$ cat src/rtl/kt11_pkg.sv
// Shared types and constants for the KT11 Unibus slave-cycle sequencer.
// Holds the state encoding, Unibus C1/C0 cycle codes and the default 200 ns phase length.
package kt11_pkg;

    typedef enum logic [2:0] {
        ST_IDLE,
        ST_IGNORE,
        ST_DESKEW,
        ST_ACCESS,
        ST_HOLD
    } kt11_state_e;

    localparam logic [1:0] BC_DATI  = 2'b00;
    localparam logic [1:0] BC_DATIP = 2'b01;
    localparam logic [1:0] BC_DATO  = 2'b10;
    localparam logic [1:0] BC_DATOB = 2'b11;

    // 200 ns at a 50 MHz clock.
    localparam int KT11_200NS_CYC = 10;

    // Byte-lane strobes for a write, returned as {high, low}.
    function automatic logic [1:0] lane_sel(input logic byte_op, input logic ba0);
        if (!byte_op) begin
            return 2'b11;
        end
        return ba0 ? 2'b10 : 2'b01;
    endfunction

endpackage

$ cat src/rtl/kt11_slave_seq_if.sv
// Unibus slave-side signal bundle between the bus interface and the KT11 sequencer.
// Purely wiring: no latency, no flow control beyond the MSYN/SSYN handshake it carries.
interface kt11_slave_seq_if;
    logic       msyn;
    logic [1:0] bc;
    logic       ba0;
    logic       kt_hit;
    logic       adrs;
    logic       int_adrs;
    logic       no_msyn;
    logic       rd_en;
    logic       wr_low;
    logic       wr_high;
    logic       ssyn;
    logic       busy;

    modport slave (
        input  msyn, bc, ba0, kt_hit,
        output adrs, int_adrs, no_msyn, rd_en, wr_low, wr_high, ssyn, busy
    );

    modport master (
        output msyn, bc, ba0, kt_hit,
        input  adrs, int_adrs, no_msyn, rd_en, wr_low, wr_high, ssyn, busy
    );
endinterface

$ cat src/rtl/kt11_phase_timer.sv
// Loadable down counter timing the deskew and access phases; saturates at zero.
// Load takes effect next cycle; no backpressure, enable simply freezes the count.
module kt11_phase_timer #(
    parameter int CNTW = 8
) (
    input  logic            clk,
    input  logic            rst_n,
    input  logic            clr,
    input  logic            load,
    input  logic [CNTW-1:0] load_val,
    input  logic            en,
    output logic [CNTW-1:0] cnt,
    output logic            zero
);

    logic [CNTW-1:0] cnt_q;
    logic [CNTW-1:0] cnt_d;

    always_comb begin
        cnt_d = cnt_q;
        if (clr) begin
            cnt_d = '0;
        end else if (load) begin
            cnt_d = load_val;
        end else if (en && (cnt_q != '0)) begin
            cnt_d = cnt_q - CNTW'(1);
        end
    end

    always_ff @(posedge clk or negedge rst_n) begin
        if (!rst_n) begin
            cnt_q <= '0;
        end else begin
            cnt_q <= cnt_d;
        end
    end

    assign cnt  = cnt_q;
    assign zero = (cnt_q == '0);

endmodule

$ cat src/rtl/kt11_slave_seq.sv
// Unibus slave-cycle sequencer for the KT11 register file: claim, deskew, access, SSYN.
// adrs one cycle after MSYN rise, strobe DESKEW_CYC+ACCESS_CYC after; MSYN low aborts, no backpressure.
module kt11_slave_seq
    import kt11_pkg::*;
#(
    parameter int DESKEW_CYC = KT11_200NS_CYC,
    parameter int ACCESS_CYC = KT11_200NS_CYC,
    parameter int CNTW       = 8
) (
    input  logic                  clk,
    input  logic                  reset,
    input  logic                  init,
    kt11_slave_seq_if.slave       bus
);

    localparam logic [CNTW-1:0] DESKEW_LD = CNTW'(DESKEW_CYC - 1);
    localparam logic [CNTW-1:0] ACCESS_LD = CNTW'(ACCESS_CYC - 1);

    kt11_state_e state_q, state_d;
    logic msyn_q, msyn_q_d;
    logic adrs_q, adrs_d;
    logic int_adrs_q, int_adrs_d;
    logic rd_en_q, rd_en_d;
    logic wr_low_q, wr_low_d;
    logic wr_high_q, wr_high_d;
    logic ssyn_q, ssyn_d;
    logic wr_q, wr_d;
    logic byte_op_q, byte_op_d;
    logic ba0_q, ba0_d;

    logic            rise;
    logic            tmr_load;
    logic            tmr_en;
    logic [CNTW-1:0] tmr_val;
    logic [CNTW-1:0] tmr_cnt;
    logic            tmr_zero;
    logic [1:0]      lanes;

    kt11_phase_timer #(.CNTW(CNTW)) u_timer (
        .clk      (clk),
        .rst_n    (reset),
        .clr      (init),
        .load     (tmr_load),
        .load_val (tmr_val),
        .en       (tmr_en),
        .cnt      (tmr_cnt),
        .zero     (tmr_zero)
    );

    assign rise = bus.msyn & ~msyn_q;

    always_comb begin
        state_d    = state_q;
        msyn_q_d   = bus.msyn;
        adrs_d     = 1'b0;
        int_adrs_d = 1'b0;
        rd_en_d    = 1'b0;
        wr_low_d   = 1'b0;
        wr_high_d  = 1'b0;
        ssyn_d     = 1'b0;
        wr_d       = wr_q;
        byte_op_d  = byte_op_q;
        ba0_d      = ba0_q;
        tmr_load   = 1'b0;
        tmr_en     = 1'b0;
        tmr_val    = '0;
        lanes      = 2'b00;

        // Strobes are registered, so they are raised on the edge entering the
        // last access cycle; every branch that does so requires MSYN still high.
        unique case (state_q)
            ST_IDLE: begin
                if (rise) begin
                    if (bus.kt_hit) begin
                        state_d  = ST_DESKEW;
                        adrs_d   = 1'b1;
                        tmr_load = 1'b1;
                        tmr_val  = DESKEW_LD;
                    end else begin
                        state_d = ST_IGNORE;
                    end
                end
            end
            ST_IGNORE: begin
                if (!bus.msyn) begin
                    state_d = ST_IDLE;
                end
            end
            ST_DESKEW: begin
                if (!bus.msyn) begin
                    state_d = ST_IDLE;
                end else if (tmr_zero) begin
                    state_d    = ST_ACCESS;
                    int_adrs_d = 1'b1;
                    wr_d       = bus.bc[1];
                    byte_op_d  = bus.bc[0];
                    ba0_d      = bus.ba0;
                    rd_en_d    = ~bus.bc[1];
                    tmr_load   = 1'b1;
                    tmr_val    = ACCESS_LD;
                    if ((ACCESS_CYC == 1) && bus.bc[1]) begin
                        lanes = lane_sel(bus.bc[0], bus.ba0);
                    end
                end else begin
                    adrs_d = 1'b1;
                    tmr_en = 1'b1;
                end
            end
            ST_ACCESS: begin
                if (!bus.msyn) begin
                    state_d = ST_IDLE;
                end else if (tmr_zero) begin
                    state_d    = ST_HOLD;
                    ssyn_d     = 1'b1;
                    int_adrs_d = 1'b1;
                    rd_en_d    = ~wr_q;
                end else begin
                    int_adrs_d = 1'b1;
                    rd_en_d    = ~wr_q;
                    tmr_en     = 1'b1;
                    if (wr_q && (tmr_cnt == CNTW'(1))) begin
                        lanes = lane_sel(byte_op_q, ba0_q);
                    end
                end
            end
            ST_HOLD: begin
                if (!bus.msyn) begin
                    state_d = ST_IDLE;
                end else begin
                    ssyn_d     = 1'b1;
                    int_adrs_d = 1'b1;
                    rd_en_d    = ~wr_q;
                end
            end
            default: begin
                state_d = ST_IDLE;
            end
        endcase

        wr_low_d  = lanes[0];
        wr_high_d = lanes[1];

        if (init) begin
            state_d    = ST_IDLE;
            msyn_q_d   = 1'b0;
            adrs_d     = 1'b0;
            int_adrs_d = 1'b0;
            rd_en_d    = 1'b0;
            wr_low_d   = 1'b0;
            wr_high_d  = 1'b0;
            ssyn_d     = 1'b0;
            wr_d       = 1'b0;
            byte_op_d  = 1'b0;
            ba0_d      = 1'b0;
        end
    end

    always_ff @(posedge clk or negedge reset) begin
        if (!reset) begin
            state_q    <= ST_IDLE;
            msyn_q     <= 1'b0;
            adrs_q     <= 1'b0;
            int_adrs_q <= 1'b0;
            rd_en_q    <= 1'b0;
            wr_low_q   <= 1'b0;
            wr_high_q  <= 1'b0;
            ssyn_q     <= 1'b0;
            wr_q       <= 1'b0;
            byte_op_q  <= 1'b0;
            ba0_q      <= 1'b0;
        end else begin
            state_q    <= state_d;
            msyn_q     <= msyn_q_d;
            adrs_q     <= adrs_d;
            int_adrs_q <= int_adrs_d;
            rd_en_q    <= rd_en_d;
            wr_low_q   <= wr_low_d;
            wr_high_q  <= wr_high_d;
            ssyn_q     <= ssyn_d;
            wr_q       <= wr_d;
            byte_op_q  <= byte_op_d;
            ba0_q      <= ba0_d;
        end
    end

    assign bus.adrs     = adrs_q;
    assign bus.int_adrs = int_adrs_q;
    assign bus.no_msyn  = adrs_q | int_adrs_q;
    assign bus.rd_en    = rd_en_q;
    assign bus.wr_low   = wr_low_q;
    assign bus.wr_high  = wr_high_q;
    assign bus.ssyn     = ssyn_q;
    assign bus.busy     = (state_q != ST_IDLE);

endmodule

$ cat src/flat_wrapper.sv
// flat-port wrapper written by rule: the top's interface ports become plain ports
module kt11_slave_seq_flat import kt11_pkg::*;
#(
    parameter int DESKEW_CYC = KT11_200NS_CYC,
    parameter int ACCESS_CYC = KT11_200NS_CYC,
    parameter int CNTW       = 8
)
  (clk, reset, init, bus_msyn, bus_bc, bus_ba0, bus_kt_hit, bus_adrs, bus_int_adrs, bus_no_msyn, bus_rd_en, bus_wr_low, bus_wr_high, bus_ssyn, bus_busy);
  kt11_slave_seq_if bus_i ();
  input  logic clk;
  input  logic reset;
  input  logic init;
  input wire logic [$bits(bus_i.msyn)-1:0] bus_msyn;
  input wire logic [$bits(bus_i.bc)-1:0] bus_bc;
  input wire logic [$bits(bus_i.ba0)-1:0] bus_ba0;
  input wire logic [$bits(bus_i.kt_hit)-1:0] bus_kt_hit;
  output wire logic [$bits(bus_i.adrs)-1:0] bus_adrs;
  output wire logic [$bits(bus_i.int_adrs)-1:0] bus_int_adrs;
  output wire logic [$bits(bus_i.no_msyn)-1:0] bus_no_msyn;
  output wire logic [$bits(bus_i.rd_en)-1:0] bus_rd_en;
  output wire logic [$bits(bus_i.wr_low)-1:0] bus_wr_low;
  output wire logic [$bits(bus_i.wr_high)-1:0] bus_wr_high;
  output wire logic [$bits(bus_i.ssyn)-1:0] bus_ssyn;
  output wire logic [$bits(bus_i.busy)-1:0] bus_busy;
  assign bus_i.msyn = bus_msyn;
  assign bus_i.bc = bus_bc;
  assign bus_i.ba0 = bus_ba0;
  assign bus_i.kt_hit = bus_kt_hit;
  assign bus_adrs = bus_i.adrs;
  assign bus_int_adrs = bus_i.int_adrs;
  assign bus_no_msyn = bus_i.no_msyn;
  assign bus_rd_en = bus_i.rd_en;
  assign bus_wr_low = bus_i.wr_low;
  assign bus_wr_high = bus_i.wr_high;
  assign bus_ssyn = bus_i.ssyn;
  assign bus_busy = bus_i.busy;
  kt11_slave_seq #(.DESKEW_CYC(DESKEW_CYC), .ACCESS_CYC(ACCESS_CYC), .CNTW(CNTW)) u_core (.clk(clk), .reset(reset), .init(init), .bus(bus_i));
endmodule
$ cat config.mk
export PLATFORM = sky130hd
export DESIGN_NAME = kt11_slave_seq_flat
export DESIGN_NICKNAME = d
export VERILOG_FILES = /design/src/rtl/kt11_pkg.sv /design/src/rtl/kt11_slave_seq_if.sv /design/src/rtl/kt11_phase_timer.sv /design/src/rtl/kt11_slave_seq.sv /design/src/flat_wrapper.sv
export SDC_FILE = /design/constraint.sdc
export NUM_CORES = 1
export LEC_CHECK = 0
export CORE_UTILIZATION = 45
export DETAILED_ROUTE_END_ITERATION = 10
export GPL_TIMING_DRIVEN = 0
export PLACE_DENSITY = 0.68
export SLEW_MARGIN = 5
export SYNTH_ARGS = -nofsm -noshare
export SYNTH_HDL_FRONTEND = slang
export SYNTH_SLANG_ARGS = --single-unit
$ cat constraint.sdc
create_clock -name clk -period 1.86 [get_ports clk]
set_input_delay 0.186 -clock clk [delete_from_list [all_inputs] [get_ports clk]]
set_output_delay 0.186 -clock clk [all_outputs]
set_load 0.01 [all_outputs]
Word-level counts from Yosys, hierarchy flattened
Cells that the tools add are included.

storage, ports and cells
  flip-flop bits (word level) = 21
  output and inout port bits = 8

cells by class
  add/subtract/negate cells = 1
  equal/unequal tests = 9
  multiplexer cells = 64
  bitwise gates (word level) = 5
  reduce and logical (&&, ||, !) cells = 15

operators with widths
  cell                                                                     count
  8-bit 2-to-1 mux                                                         5
  1-bit 2-to-1 mux                                                         35
  3-bit 2-to-1 mux                                                         7
  2-bit 2-to-1 mux                                                         8
  8-bit one-hot mux with 2 select lines                                    1
  3-bit one-hot mux with 4 select lines                                    1
  1-bit one-hot mux with 2 select lines                                    5
  8-bit by 1-bit equality test with 1-bit output, second input constant    1
  8-bit zero test                                                          1
  4-bit 2-to-1 mux                                                         2
  4-bit by 3-bit inequality test with 1-bit output, second input constant  2
  8-bit nonzero test                                                       1
  8-bit by 1-bit subtractor with 8-bit output, second input constant       1
  3-bit by 2-bit equality test with 1-bit output, second input constant    2
  2-bit nonzero test                                                       3
  3-bit nonzero test                                                       2
  2-bit OR reduction                                                       3
  4-bit AND reduction                                                      1
  3-bit by 1-bit equality test with 1-bit output, second input constant    1
  3-bit equality test, second input constant                               1
  3-bit zero test                                                          1
  3-bit by 2-bit inequality test with 1-bit output, second input constant  1
  3-bit inequality test, second input constant                             1
  1-bit NOT                                                                3
  other kinds (4)                                                          5

Logic depth before layout (Yosys ltp)
  depth after elaboration = 12
  depth in mapped cells = 6
  gate-level depth less buffers = 6

Modules after synthesis
Synthesis repeated with hierarchy kept, for this count alone.

second synthesis, totals
  cell total of the unflattened synthesis = 130
  area total of the unflattened synthesis = 1282.5 um2

modules (own cells, without submodules)
  module            times used  cells each  area each (um2)  sequential area each (um2)
  kt11_slave_seq    1           68          694.4            325.3
  kt11_phase_timer  1           62          588.1            200.2

Worst setup path before layout
Ideal clock, no wire load.

  path type = register to register
  start = reg u_core.u_timer.cnt_q[0], in the netlist u_core.u_timer.cnt[0]
  end = reg u_core.u_timer.cnt_q[4], in the netlist u_core.u_timer.cnt[4]
  arrival = 1572 ps
  data required time = 1782 ps
  setup slack = 210 ps
  cell stages (with the launch flop) = 7
  path buffers = 0
  cell sequence = dfrtp_1 -> inv_1 -> ha_1 -> nor4b_4 -> a21oi_1 -> or4b_1 -> a21oi_1

between the ends
  cells in the longest elaborated chain, start to end = 6
  elaborated cells on any way between the ends = 14
  classes of those cells = add/sub (1); mux (9); reduce/logical (4)

ends and longest elaborated chain
  element                                                                              RTL line                RTL
  start: declaration                                                                   kt11_phase_timer.sv:16  logic [CNTW-1:0] cnt_q;
  start signal: assignment                                                             kt11_phase_timer.sv:34  cnt_q <= cnt_d;
  branches (longest 6 deep; another with 8-bit by 1-bit subtractor with 8-bit output)  n/a

Parallel ways; which one is timed is not known. The select of a mux whose other input is x is not followed.
A chain may end at the register's enable or synchronous reset.

Worst setup path after layout
  start = reg u_core.u_timer.cnt_q[1], in the netlist u_core.u_timer.cnt[1]
  end = reg u_core.u_timer.cnt_q[4], in the netlist u_core.u_timer.cnt[4]

The elaborated chain is that of the path after synthesis.

==> results.yml <==
critical_path:
  startpoint_type: "flop"
  crit_fanout: 6
  critical_path_required_ns: 2.09
  arrival_ns: 2.03
  critical_path_class: "flop to flop"
  cp-end-kind: "flop"
clock_tree:
  clock_path_buffers: 2
  clkTransAtPathRegs_ns: 0.12
  clock_sinks: 21
  htree_levels: 1
  hold_buffers: 0
  cts_tree: "done"
  insertion_delay_ns: 0.30
  cts-buffers-inserted: 3
  clockRootBuffer: "clkbuf_4"
synthesis:
  synth_edf_count: 0
  synthArstFlopShare: 1.00
  ys_ff_latch: 21
  ys_seq_area_frac: 0.462
  syn_nets: 124
  postSynthCellCount: 113
  avgSynthCellArea_um2: 10.1
  ys_types: 35
  yosys_warnings: 0
  ys.flop_type: "dfrtp_1"
  syn_area_um2: 1140
placement:
  globalplace.congestion: 0.852
  detailed_place_hpwl_um: 1700
  io_buffer_count: 14
sta:
  setup-violations-final: 0
  max_freq_mhz: 556
  skew_ns: 0.00330
  relSlewSlack: 0.390
  tightestPinTransition_ns: 0.912
  fin_crit_ns: 1.80
  fin_crit_sh: 0.967
  hold_viol: 0
  tns_ns: 0
  slew_viol_final: 0
cells_and_area:
  nNetsFinal: 149
  syn2layout_area_growth_pct: 24.9
  layout_commonest_cell: "dfrtp_1"
  final_cell_mix: "dfrtp_1 (21), clkdlybuf4s50_1 (13), nor2_1 (12), a21oi_1 (10), buf_4 (6)"
  n_fill_cell: 206
  layout-drive-gt1-share: 0.190
  antenna_cells: 0
outcome:
  status: "complete, no violations"
power_and_ir_drop:
  clkPwrFrac: 0.228
  p_leak_nw: 0.635
  switching_share: 0.299
  power_mw: 0.961
  power_switching_mw: 0.287
  ir_drop_mv: 0.517
  p_int_mw: 0.674
  combPwrFrac: 0.263
  power_density_nw_per_um2: 676
  power.share.sequential: 0.509
global_routing:
  antenna_found_initial: 0
  grt_use_total: 0.202
  grt_overflow: 0
  grt_pass1_vias: 908
  grt_pass1_wl_um: 4040
  grt_max_degree: 22
drt:
  vias: 926
  dr.pass1.iters: 4
  ant_nets: 0
  routedWlPerCell_um: 14.6
  detail_route.vias_per_cell: 5.61
  drc_errors: 0
  drt_iter0_markers: 14
  wirelength_um: 2410
flow_run:
  max_cap_violations: 0
floorplanning:
  io_pins: 16
  die_w_um: 52.3
  num_rows: 17
  die_y_um: 52.3
  core_area_um2: 2300
  dieArea_um2: 2740
  start_util: 0.496
min_path:
  hp-class: "primary input to flop"
==> cells by family (layout without fill, tap and decap cells) <==
family,after synthesis,after routing,synth area share
XOR/XNOR,5,5,0.0385
AO/OA/AOI/OAI,27,27,0.142
AND/OR/NAND/NOR,46,46,0.258
adder cells (fa/ha/maj),3,3,0.0330
flip-flops,21,21,0.462
buffers and inverters,7,31,0.0319
multiplexers,4,4,0.0352
==> per-stage QoR <==
stage | utilization | hold WS (ns) | setup WS, ns | cells | instance area [µm²]
after floorplan | - | -0.110 | 0.210 | 113 | 1140
after global placement | 0.572 | 0.399 | -0.0265 | 155 | 1310
after detailed placement | 0.572 | 0.401 | -0.0510 | 155 | 1310
after CTS | 0.587 | 0.0685 | 0.0427 | 160 | 1350
after global routing | 0.619 | 0.0739 | -0.0344 | 165 | 1420
final | 0.619 | 0.0731 | 0.0621 | 165 | 1420
==> area by class of cell <==
| cell class | instances | area (µm²) | share of cell area |
|---|---|---|---|
| buffer | 3 | 21.3 | 0.0150 |
| clock buffer | 3 | 22.5 | 0.0158 |
| sequential | 21 | 526 | 0.369 |
| inverter | 4 | 15.0 | 0.0106 |
| timing repair buffer | 20 | 184 | 0.129 |
| tap | 28 | 35.0 | 0.0246 |
| clock inverter | 1 | 5.00 | 0.00352 |
| multi-input combinational | 85 | 614 | 0.432 |
==> synthesized netlist by cell type (2+ instances only) <==
library cell	count	share of area
ha_1	3	0.033
nor2_1	12	0.040
inv_1	3	0.0099
nand4b_1	2	0.015
or4b_1	2	0.018
nand2_1	3	0.0099
nand3_1	3	0.013
a21oi_1	12	0.053
o31ai_1	2	0.013
a211oi_1	2	0.013
o21ai_0	6	0.026
nor4_1	2	0.011
or2_2	3	0.016
mux2i_1	4	0.035
xnor2_1	5	0.038
or3_1	3	0.016
buf_2	2	0.0088
dfrtp_1	21	0.46
nor2b_1	2	0.011
and2_1	2	0.011
nand2b_1	5	0.027
==> sequential cells by signal, indices dropped and copies added, names as in the netlist <==
register	cells
u_core.msyn_q	1
u_core.bus.wr_high	1
u_core.bus.adrs	1
u_core.bus.ssyn	1
u_core.byte_op_q	1
u_core.wr_q	1
u_core.ba0_q	1
u_core.bus.wr_low	1
u_core.state_q	3
u_core.bus.int_adrs	1
u_core.bus.rd_en	1
u_core.u_timer.cnt	8
==> worst max-delay path: stages (launching register included) <==
cell     delay, ns
dfrtp_1       0.41
inv_1         0.11
ha_4          0.18
nor4b_4       0.15
buf_4         0.14
a21oi_2       0.13
or4b_1        0.45
a21oi_1       0.16
==> power by group through the flow <==
stage	Clock [mW]	Sequential [mW]	Combinational [mW]
2_1_floorplan	0	0.497	0.141
5_1_grt	0.239	0.492	0.280
4_1_cts	0.225	0.491	0.215
3_3_place_gp	0	0.499	0.208
3_5_place_dp	0	0.500	0.212
6_report	0.219	0.489	0.253
==> metal layers <==
metal,share of wire,routed length [µm],vias up,track usage
met1,0.47,1140,455,0.252
met3,0.033,79,2,0.0464
li1,-,-,452,-
met4,0.0070,17,0,0.0921
met2,0.49,1180,17,0.327
met5,0,0,-,0
==> path summary, 6_finish.rpt <==
check / depth (start not counted) / to / startpoint / slack [ns]
worst max-delay path: 7 / u_core.u_timer.cnt[4] / u_core.u_timer.cnt[1] / 0.06
worst min-delay path: 2 / u_core.ba0_q / init / 0.07
worst max register to register: 7 / u_core.u_timer.cnt[4] / u_core.u_timer.cnt[1] / 0.06
worst min register to register: 1 / u_core.bus.wr_high / u_core.byte_op_q / 0.48
max in group asynchronous: 1 / u_core.wr_q / reset / 0.93
min in group asynchronous: 1 / u_core.msyn_q / reset / 0.38
==> what timing repair did <==
item | 4_1_cts | 5_1_grt
setup endpoints to repair | 5 | 16
pin swaps | 0 | 3
gates resized for setup | 1 | 9
buffers inserted | 1 | 5
No activity file was read; power rests on OpenSTA's default activity.
